[config.mk]
export PLATFORM = sky130hd
export DESIGN_NAME = decode_queue
export DESIGN_NICKNAME = d
export VERILOG_FILES = /design/src/rtl/decode_queue_pkg.sv /design/src/rtl/decode_queue_ptr_ctrl.sv /design/src/rtl/decode_queue.sv
export SDC_FILE = /design/constraint.sdc
export NUM_CORES = 1
export LEC_CHECK = 0
export CAP_MARGIN = 5
export CORE_UTILIZATION = 30
export CTS_CLUSTER_DIAMETER = 50
export DETAILED_ROUTE_END_ITERATION = 16
export SETUP_SLACK_MARGIN = 0.1
export SLEW_MARGIN = 15
export SYNTH_ARGS = -nofsm -noshare
export SYNTH_HDL_FRONTEND = slang
export SYNTH_SLANG_ARGS = --single-unit
[constraint.sdc]
create_clock -name CLK -period 12.8 [get_ports CLK]
set_input_delay 1.28 -clock CLK [delete_from_list [all_inputs] [get_ports CLK]]
set_output_delay 1.28 -clock CLK [all_outputs]
set_load 0.05 [all_outputs]
[src/rtl/decode_queue_pkg.sv]
// decode_queue_pkg -- types shared by ID, the decode queue and RENAME.
//
// Contents:
//   ALU_CTRL_W    width of the ALU control field
//   REG_W         width of register specifiers and shift amounts
//   WORD_W        width of instruction word, PC and immediate
//   decoded_op_t  one decoded instruction (126 bits)
//   DECODED_OP_W  packed width of decoded_op_t
package decode_queue_pkg;

  localparam int ALU_CTRL_W = 6;
  localparam int REG_W      = 5;
  localparam int WORD_W     = 32;

  typedef struct packed {
    logic [WORD_W-1:0]     instr;
    logic [WORD_W-1:0]     pc;
    logic [WORD_W-1:0]     immediate;
    logic                  has_immediate;
    logic [REG_W-1:0]      reg_a;
    logic [REG_W-1:0]      reg_b;
    logic [REG_W-1:0]      write_reg;
    logic                  reg_write;
    logic [ALU_CTRL_W-1:0] alu_control;
    logic                  mem_read;
    logic                  mem_write;
    logic [REG_W-1:0]      shift_amount;
  } decoded_op_t;

  localparam int DECODED_OP_W = $bits(decoded_op_t);

endpackage

[src/rtl/decode_queue_ptr_ctrl.sv]
// dq_ptr_ctrl -- pointer, occupancy and overflow bookkeeping for decode_queue.
//
// Ports:
//   CLK, RESET   clock (rising edge), asynchronous active-low reset
//   push_req     producer offers an entry this cycle
//   pop_req      consumer takes the head entry this cycle
//   flush        discard every entry (pointers and count return to 0)
//   wr_ptr       slot the next accepted push writes
//   rd_ptr       slot holding the head entry
//   count        occupancy, 0..DEPTH
//   full, empty  count==DEPTH / count==0
//   overflow     sticky: a push was dropped because the queue was full
//   push_ok      push accepted this cycle (storage write enable)
module dq_ptr_ctrl #(
  parameter int DEPTH = 8,
  parameter int PTR_W = $clog2(DEPTH)
) (
  input  logic             CLK,
  input  logic             RESET,
  input  logic             push_req,
  input  logic             pop_req,
  input  logic             flush,
  output logic [PTR_W-1:0] wr_ptr,
  output logic [PTR_W-1:0] rd_ptr,
  output logic [PTR_W:0]   count,
  output logic             full,
  output logic             empty,
  output logic             overflow,
  output logic             push_ok
);

  logic [PTR_W-1:0] wr_ptr_reg, wr_ptr_next;
  logic [PTR_W-1:0] rd_ptr_reg, rd_ptr_next;
  logic [PTR_W:0]   count_reg, count_next;
  logic             overflow_reg, overflow_next;
  logic             pop_ok;
  logic             push_drop;

  assign full  = (count_reg == (PTR_W+1)'(DEPTH));
  assign empty = (count_reg == '0);

  // A full queue still accepts a push when the head leaves in the same cycle.
  assign pop_ok    = pop_req & ~empty & ~flush;
  assign push_ok   = push_req & ~flush & (~full | pop_ok);
  assign push_drop = push_req & ~flush & full & ~pop_ok;

  always_comb begin
    wr_ptr_next   = wr_ptr_reg;
    rd_ptr_next   = rd_ptr_reg;
    count_next    = count_reg;
    overflow_next = overflow_reg | push_drop;
    if (flush) begin
      wr_ptr_next = '0;
      rd_ptr_next = '0;
      count_next  = '0;
    end else begin
      // DEPTH is a power of two, so pointer wrap is plain overflow.
      if (push_ok) wr_ptr_next = wr_ptr_reg + PTR_W'(1);
      if (pop_ok)  rd_ptr_next = rd_ptr_reg + PTR_W'(1);
      case ({push_ok, pop_ok})
        2'b10:   count_next = count_reg + (PTR_W+1)'(1);
        2'b01:   count_next = count_reg - (PTR_W+1)'(1);
        default: count_next = count_reg;
      endcase
    end
  end

  always_ff @(posedge CLK or negedge RESET) begin
    if (!RESET) begin
      wr_ptr_reg   <= '0;
      rd_ptr_reg   <= '0;
      count_reg    <= '0;
      overflow_reg <= 1'b0;
    end else begin
      wr_ptr_reg   <= wr_ptr_next;
      rd_ptr_reg   <= rd_ptr_next;
      count_reg    <= count_next;
      overflow_reg <= overflow_next;
    end
  end

  assign wr_ptr   = wr_ptr_reg;
  assign rd_ptr   = rd_ptr_reg;
  assign count    = count_reg;
  assign overflow = overflow_reg;

endmodule

[src/rtl/decode_queue.sv]
// decode_queue -- in-order queue of decoded instructions between ID and RENAME.
//
// Ports:
//   CLK, RESET                  clock (rising edge), asynchronous active-low reset
//   Push_FIFO + *_IN fields     decoded instruction offered by ID
//   FLUSH_IN                    drop every queued entry
//   Pop_IN                      RENAME consumes the head entry
//   Instr1_Valid_OUT + *_OUT    head entry (all data zero when not valid)
//   Full_OUT, Count_OUT         occupancy status, ID freezes on Full_OUT
//   Overflow_OUT                sticky flag: a push was dropped while full
//
// Configuration macro DQ_BYPASS_EN: when defined, a push into an empty queue
// is visible on the outputs in the same cycle; if it is also popped that
// cycle it is consumed without ever being stored.
module decode_queue
  import decode_queue_pkg::*;
#(
  parameter int DEPTH = 8
) (
  input  logic                    CLK,
  input  logic                    RESET,
  input  logic                    Push_FIFO,
  input  logic [WORD_W-1:0]       Instr1_IN,
  input  logic [WORD_W-1:0]       Instr1_PC_IN,
  input  logic [WORD_W-1:0]       Immediate_IN,
  input  logic                    HasImmediate_IN,
  input  logic                    RegWrite1_IN,
  input  logic                    MemRead1_IN,
  input  logic                    MemWrite1_IN,
  input  logic [REG_W-1:0]        ReadRegisterA1_IN,
  input  logic [REG_W-1:0]        ReadRegisterB1_IN,
  input  logic [REG_W-1:0]        WriteRegister1_IN,
  input  logic [REG_W-1:0]        ShiftAmount1_IN,
  input  logic [ALU_CTRL_W-1:0]   ALU_Control1_IN,
  input  logic                    FLUSH_IN,
  input  logic                    Pop_IN,
  output logic                    Instr1_Valid_OUT,
  output logic [WORD_W-1:0]       Instr1_OUT,
  output logic [WORD_W-1:0]       Instr1_PC_OUT,
  output logic [WORD_W-1:0]       Immediate_OUT,
  output logic                    HasImmediate_OUT,
  output logic                    RegWrite1_OUT,
  output logic                    MemRead1_OUT,
  output logic                    MemWrite1_OUT,
  output logic [REG_W-1:0]        ReadRegisterA1_OUT,
  output logic [REG_W-1:0]        ReadRegisterB1_OUT,
  output logic [REG_W-1:0]        WriteRegister1_OUT,
  output logic [REG_W-1:0]        ShiftAmount1_OUT,
  output logic [ALU_CTRL_W-1:0]   ALU_Control1_OUT,
  output logic                    Full_OUT,
  output logic [$clog2(DEPTH):0]  Count_OUT,
  output logic                    Overflow_OUT
);

  localparam int PTR_W = $clog2(DEPTH);

  decoded_op_t      in_op;
  decoded_op_t      head_op;
  decoded_op_t      out_op;
  decoded_op_t      mem_reg [DEPTH];
  logic             out_valid;
  logic             bypass_active;
  logic             bypass_take;
  logic             push_req;
  logic             push_ok;
  logic [PTR_W-1:0] wr_ptr;
  logic [PTR_W-1:0] rd_ptr;
  logic [PTR_W:0]   count;
  logic             full;
  logic             empty;
  logic             overflow;

  always_comb begin
    in_op               = '0;
    in_op.instr         = Instr1_IN;
    in_op.pc            = Instr1_PC_IN;
    in_op.immediate     = Immediate_IN;
    in_op.has_immediate = HasImmediate_IN;
    in_op.reg_a         = ReadRegisterA1_IN;
    in_op.reg_b         = ReadRegisterB1_IN;
    in_op.write_reg     = WriteRegister1_IN;
    in_op.reg_write     = RegWrite1_IN;
    in_op.alu_control   = ALU_Control1_IN;
    in_op.mem_read      = MemRead1_IN;
    in_op.mem_write     = MemWrite1_IN;
    in_op.shift_amount  = ShiftAmount1_IN;
  end

`ifdef DQ_BYPASS_EN
  // RESET is included so the outputs stay zero while reset is held, even
  // if ID keeps Push_FIFO high.
  assign bypass_active = RESET & empty & Push_FIFO & ~FLUSH_IN;
`else
  assign bypass_active = 1'b0;
`endif

  // A bypassed entry that is popped in the same cycle never enters storage.
  assign bypass_take = bypass_active & Pop_IN;
  assign push_req    = Push_FIFO & ~bypass_take;

  dq_ptr_ctrl #(
    .DEPTH (DEPTH),
    .PTR_W (PTR_W)
  ) u_ptr_ctrl (
    .CLK      (CLK),
    .RESET    (RESET),
    .push_req (push_req),
    .pop_req  (Pop_IN),
    .flush    (FLUSH_IN),
    .wr_ptr   (wr_ptr),
    .rd_ptr   (rd_ptr),
    .count    (count),
    .full     (full),
    .empty    (empty),
    .overflow (overflow),
    .push_ok  (push_ok)
  );

  // Storage is not reset; occupancy alone decides what is valid. The write
  // is held off while reset is asserted so an interrupted push leaves no trace.
  always_ff @(posedge CLK) begin
    if (push_ok && RESET) begin
      mem_reg[wr_ptr] <= in_op;
    end
  end

  assign head_op = mem_reg[rd_ptr];

  always_comb begin
    out_valid = ~empty;
    out_op    = head_op;
    if (bypass_active) begin
      out_valid = 1'b1;
      out_op    = in_op;
    end
    if (!out_valid) begin
      out_op = '0;
    end
  end

  assign Instr1_Valid_OUT   = out_valid;
  assign Instr1_OUT         = out_op.instr;
  assign Instr1_PC_OUT      = out_op.pc;
  assign Immediate_OUT      = out_op.immediate;
  assign HasImmediate_OUT   = out_op.has_immediate;
  assign RegWrite1_OUT      = out_op.reg_write;
  assign MemRead1_OUT       = out_op.mem_read;
  assign MemWrite1_OUT      = out_op.mem_write;
  assign ReadRegisterA1_OUT = out_op.reg_a;
  assign ReadRegisterB1_OUT = out_op.reg_b;
  assign WriteRegister1_OUT = out_op.write_reg;
  assign ShiftAmount1_OUT   = out_op.shift_amount;
  assign ALU_Control1_OUT   = out_op.alu_control;
  assign Full_OUT           = full;
  assign Count_OUT          = count;
  assign Overflow_OUT       = overflow;

endmodule
Yosys cells after proc, flatten, opt, wreduce, memory -nomap -nowiden
Memory sizes are Yosys's and may differ from the RTL's.
Index checks and enable logic that the tools add are counted.
{ "totals": {"wordCells": 38, "latchBits": 0, "register_bits": 11, "out_inout_bits": 133, "n_memories": 1, "mem_bits_ro": 0, "in_bits": 131, "ramBits": 1008} }
{ "mem_list": {"columns": ["name", "depth", "width", "read_ports", "rd_ports_with_merged_regs", "wr", "line", "rtl"], "rows": [
  ["mem_reg", 8, 126, 1, 0, 1, "decode_queue.sv:60", "decoded_op_t mem_reg [DEPTH];"]
]} }
{ "classes": {"eq_ne": 3, "addsub": 4, "n_div": 0, "mux": 9, "shifts": 0, "mul": 0, "reduce_logical": 5, "magnitude_cmp": 0, "bitwise": 12} }
{ "ops": {"columns": ["op", "n"], "rows": [
  ["$mux W126", 1],
  ["$mux W3", 4],
  ["$pmux W4 S2", 1],
  ["$add A3 B1 Y3 const B", 2],
  ["$and A1 B1 Y1", 6],
  ["$add A4 B1 Y4 const B", 1],
  ["$eq A4 B4 Y1 const B", 1],
  ["$logic_not A4 Y1", 1],
  ["$mux W4", 1],
  ["$not A1 Y1", 4],
  ["$reduce_bool A2 Y1", 2],
  ["$sub A4 B1 Y4 const B", 1],
  ["$reduce_bool A3 Y1", 1],
  ["$eq A2 B1 Y1 const B", 1],
  ["$eq A2 B2 Y1 const B", 1],
  ["$mux W1", 2],
  ["$or A1 B1 Y1", 2],
  ["$logic_and A1 B1 Y1", 1]
]} }

Depth between registers and ports, before layout
{ "logic_depth": {"word_depth": 9, "depth_mapped": 8, "mapped_depth_nobuf": 7} }

Hierarchy
A second synthesis with hierarchy kept.
{ "unflattened": {"cells_unflattened": 1686, "area_unflattened_um2": 39003.7} }
{ "modules_own_cells": {"columns": ["mod", "cells_per_inst", "instances", "seq_area_each_um2", "area_each_um2"], "rows": [
  ["decode_queue", 1610, 1, 30269.0, 38262.9],
  ["dq_ptr_ctrl", 76, 1, 275.3, 740.7]
]} }

Least setup slack after synthesis
OpenSTA, ideal clock, no wires.
{ "synth_timing": {"path_type": "input -> register", "start": "input FLUSH_IN", "end": "memory mem_reg[2][0] (netlist bit), enable pin", "setup_time_ps": 919, "slack_ps": -1949, "path_buffers": 1, "arrival_ps": 13830, "cell_stages": 4, "required_ps": 11881, "path_cell_list": "clkbuf_1 nor2b_1 o21ai_0 nor4_1"} }
{ "synth_via": {"elab_chain_len": 7, "word_cells_on_any_way": 8, "classes_between": "mux (2); bitwise (5); reduce/logical (1)"} }
{ "synth_lines": {"columns": ["item", "line", "rtl"], "rows": [
  ["start: declaration", "decode_queue.sv:35", "input logic FLUSH_IN,"],
  ["$not A1 Y1 *", "decode_queue_ptr_ctrl.sv:43, decode_queue_ptr_ctrl.sv:44", null],
  ["$and A1 B1 Y1", "decode_queue_ptr_ctrl.sv:43", "assign pop_ok = pop_req & ~empty & ~flush;"],
  ["$or A1 B1 Y1", "decode_queue_ptr_ctrl.sv:44", "assign push_ok = push_req & ~flush & (~full | pop_ok);"],
  ["$and A1 B1 Y1 *", "decode_queue_ptr_ctrl.sv:44", null],
  ["$logic_and A1 B1 Y1 *", "decode_queue.sv:122", "if (push_ok && RESET) begin"],
  ["$mux W1 *", "decode_queue.sv:122", null],
  ["$mux W1 (implied by the code) *", "decode_queue.sv:123", "mem_reg[wr_ptr] <= in_op;"],
  ["end: declaration", "decode_queue.sv:60", null]
]} }
Mark *: on every way between the ends. The rest lies on a longest branch, timed or not.

Final worst setup path
{ "layout_timing": {"start": "register u_ptr_ctrl.rd_ptr_reg[0], in the netlist u_ptr_ctrl.rd_ptr[0]", "end": "output Instr1_PC_OUT[12]"} }
{ "layout_via": {"elab_chain_len": 2} }
{ "layout_lines": {"columns": ["item", "line", "rtl"], "rows": [
  ["start: declaration", "decode_queue_ptr_ctrl.sv:33", "logic [PTR_W-1:0] rd_ptr_reg, rd_ptr_next;"],
  ["start signal: assignment", "decode_queue_ptr_ctrl.sv:76", "rd_ptr_reg <= rd_ptr_next;"],
  ["$mem_v2 Z8 W126", null, null],
  ["$mux W126", "decode_queue.sv:136", "if (!out_valid) begin"],
  ["end: declaration", "decode_queue.sv:39", "output logic [WORD_W-1:0] Instr1_PC_OUT,"]
]} }
No other way between the ends.

==> results.py <==
metrics = {
    "run_status": {
        "status": "finished clean",
    },
    "critical_path": {
        "reg2reg_depth": 5,
        "max_stage_delay_ns": 0.75,
        "cpLargestDelayFamily": "buffers and inverters",
        "rr_startpoint": "u_ptr_ctrl.count[0]",
        "r2r-end": "mem_reg[1][86]",
        "crit_path_top_delay_cell": "clkdlybuf4s50_1",
        "setup.worst_path.start_class": "flip-flop",
        "critical_path_class": "reg -> out",
        "arrival_ns": 4.69,
        "endpoint_kind": "output pin",
        "startpoint": "u_ptr_ctrl.rd_ptr[0]",
        "path_cells": "buf_4 -> buf_12 -> mux4_2 -> mux2i_1 -> nor2_1 -> clkdlybuf4s50_1",
        "ff2ff_setup_slack_ns": 9.08,
        "critPathBufInv": 3,
        "cp.required_ns": 11.52,
        "cp_max_fo": 102,
    },
    "synthesis": {
        "syn_nets": 1813,
        "yosysWarnings": 0,
        "synth_top_area_share_pct": 78.1,
        "yosysUniqueCellTypes": 36,
        "syn_area_per_cell_sq_um": 23.1,
        "synth_seq_area_share_pct": 78.8,
        "synthArstFlopShare_pct": 1.08,
        "synth_ff_type": "edfxtp_1",
        "synth_common_cells": "1008 x edfxtp_1, 252 x mux4_2, 135 x nor2_1",
        "yosysTopAreaCell": "edfxtp_1",
        "synthCells": 1678,
        "synth_edf_count": 1008,
        "ys_ff_latch": 1019,
        "synth_area_sq_um": 38800,
        "synth_most_common_cell": "edfxtp_1",
        "synth_area_leaders": "edfxtp_1 78%, mux4_2 15%, mux2i_1 3.3%",
    },
    "clocking": {
        "holdBufCountCts": 0,
        "cts_tree": "built",
        "clk_pin_slew_ns": 0.05,
        "clock_latency_ns": 0.72,
        "ctsResizeCount": 0,
        "cts_root_buffer": "clkbuf_16",
        "cts.sinks": 1019,
        "cts_buffer_depth": 3,
        "cts_buffers": 111,
        "cts_max_level": 3,
        "postCtsSetupBuffers": 0,
    },
    "grt": {
        "grt_max_degree": 143,
        "grtUsageTotal_pct": 13.5,
        "grt_pass1_vias": 19500,
        "antenna_found_initial": 13,
        "grt_pass1_wl_microns": 129000,
        "grt_overflow": 0,
    },
    "sta": {
        "hold_viol": 0,
        "final_max_slew_viol_count": 0,
        "tightest_slew_ns": 1.07,
        "min_period_ns": 5.97,
        "setup_viol": 0,
        "skew_ns": 0.0314,
        "fin_crit_sh_pct": 46.6,
        "rsz0062_at_grt": "no",
        "relSlewSlack_pct": 28.8,
        "whs_ns": 0.474,
        "max_freq_ghz": 0.168,
    },
    "power": {
        "finalPower_mw": 9.99,
        "ir_drop_uv": 187,
        "leakagePower_nw": 14.2,
        "power_density_nw_per_um2": 212,
    },
    "min_path": {
        "hold_path_class": "reg -> reg",
        "whs_path_depth": 1,
        "holdPathEnd": "u_ptr_ctrl.overflow",
        "hold_path.startpoint": "u_ptr_ctrl.overflow",
    },
    "die": {
        "die_w_microns": 362,
        "initial_core_util_pct": 30.3,
        "dieArea_sq_um": 131000,
        "core-area_sq_um": 128000,
        "io_pins": 264,
        "die-height_microns": 362,
        "std_cell_rows": 131,
    },
    "route": {
        "antenna_left": 0,
        "vias_per_cell": 4.73,
        "route.vias.total": 17800,
        "route.detailed.drc": 0,
        "drtIter0Drc": 1232,
        "wl_microns": 87800,
        "drt-wirelength-per-cell_microns": 23.3,
        "drt-pass1-iter-count": 4,
    },
    "placed_design": {
        "hpwl_microns": 47400,
        "numPortBuffers": 263,
        "gp_congestion": 0.680,
        "placed_cell_area_sq_um": 43500,
    },
    "run": {
        "max_cap_viol_count": 0,
    },
    "cells_and_area": {
        "num-nets-final": 2143,
        "fin_util_pct": 36.8,
        "drive_gt1_share_pct": 22.5,
        "syn2layout_area_growth_pct": 21.4,
        "fin_area_sq_um": 47100,
        "largest_reg_flops": 1008,
    },
}
power breakdown:
group	internal [mW]	leakage (nW)	total, mW	switching, mW
Clock	1.79	1.74	3.08	1.29
Combinational	1.19	3.21	3.12	1.93
Sequential	3.72	9.22	3.79	0.0659
worst max-delay path by stage:
stage,end,slack (ns),cells past startpoint
floorplan,mem_reg[2][0],-1.95,4
global placement,Instr1_PC_OUT[12],7.43,6
detailed placement,mem_reg[1][65],7.42,5
CTS,Instr1_PC_OUT[12],6.62,6
global route,Instr1_PC_OUT[1],6.45,6
finish,Instr1_PC_OUT[12],6.83,6
placed cells by master (no fill, tap or decap), types with 4 or more instances in the layout:
cell type / count
buf_4: 38
bufinv_16: 9
clkbuf_1: 28
clkbuf_16: 111
clkdlybuf4s50_1: 263
clkinv_1: 14
clkinv_2: 20
dfrtp_1: 8
edfxtp_1: 1008
ha_1: 4
inv_1: 5
inv_6: 9
mux2i_1: 126
mux4_2: 252
nand3_1: 4
nor2_1: 133
nor3_2: 4
o21ai_0: 5
xor2_1: 4
through the flow:
stage	setup TNS, ns	std cells	setup WS (ns)
final	0	3761	6.83
after floorplan	-491.17	1678	-1.95
after CTS	0	3758	6.62
after global routing	0	3759	6.45
after global placement	0	3557	7.43
after detailed placement	0	3557	7.42
routing by layer:
layer	vias to the layer above	wire length, microns	track usage, %
met5	-	144	0
met3	130	5120	3.72
met2	437	44700	23.1
li1	7708	-	-
met4	20	1580	3.45
met1	9507	36200	16.7
area by class of cell:
cell class                      count  area [sq um]
Sequential cell                  1019         30600
Fill cell                       11600         80800
Timing Repair Buffer              304          2980
Inverter                            5          18.8
Tap cell                         1662          2080
Antenna cell                        3          7.51
Clock inverter                     62           662
Clock buffer                      139          2880
Multi-Input combinational cell    567          7900
cells by family after synthesis:
group                      synth area share (%)
muxes                                      17.9
adders and majority gates                 0.129
xor gates and xnor gates                  0.136
and+or+nand+nor                            1.74
buffers and inverters                     0.997
AOI/OAI and AO/OA                         0.313
DFF                                        78.8
(Power assumes the default switching activity.)
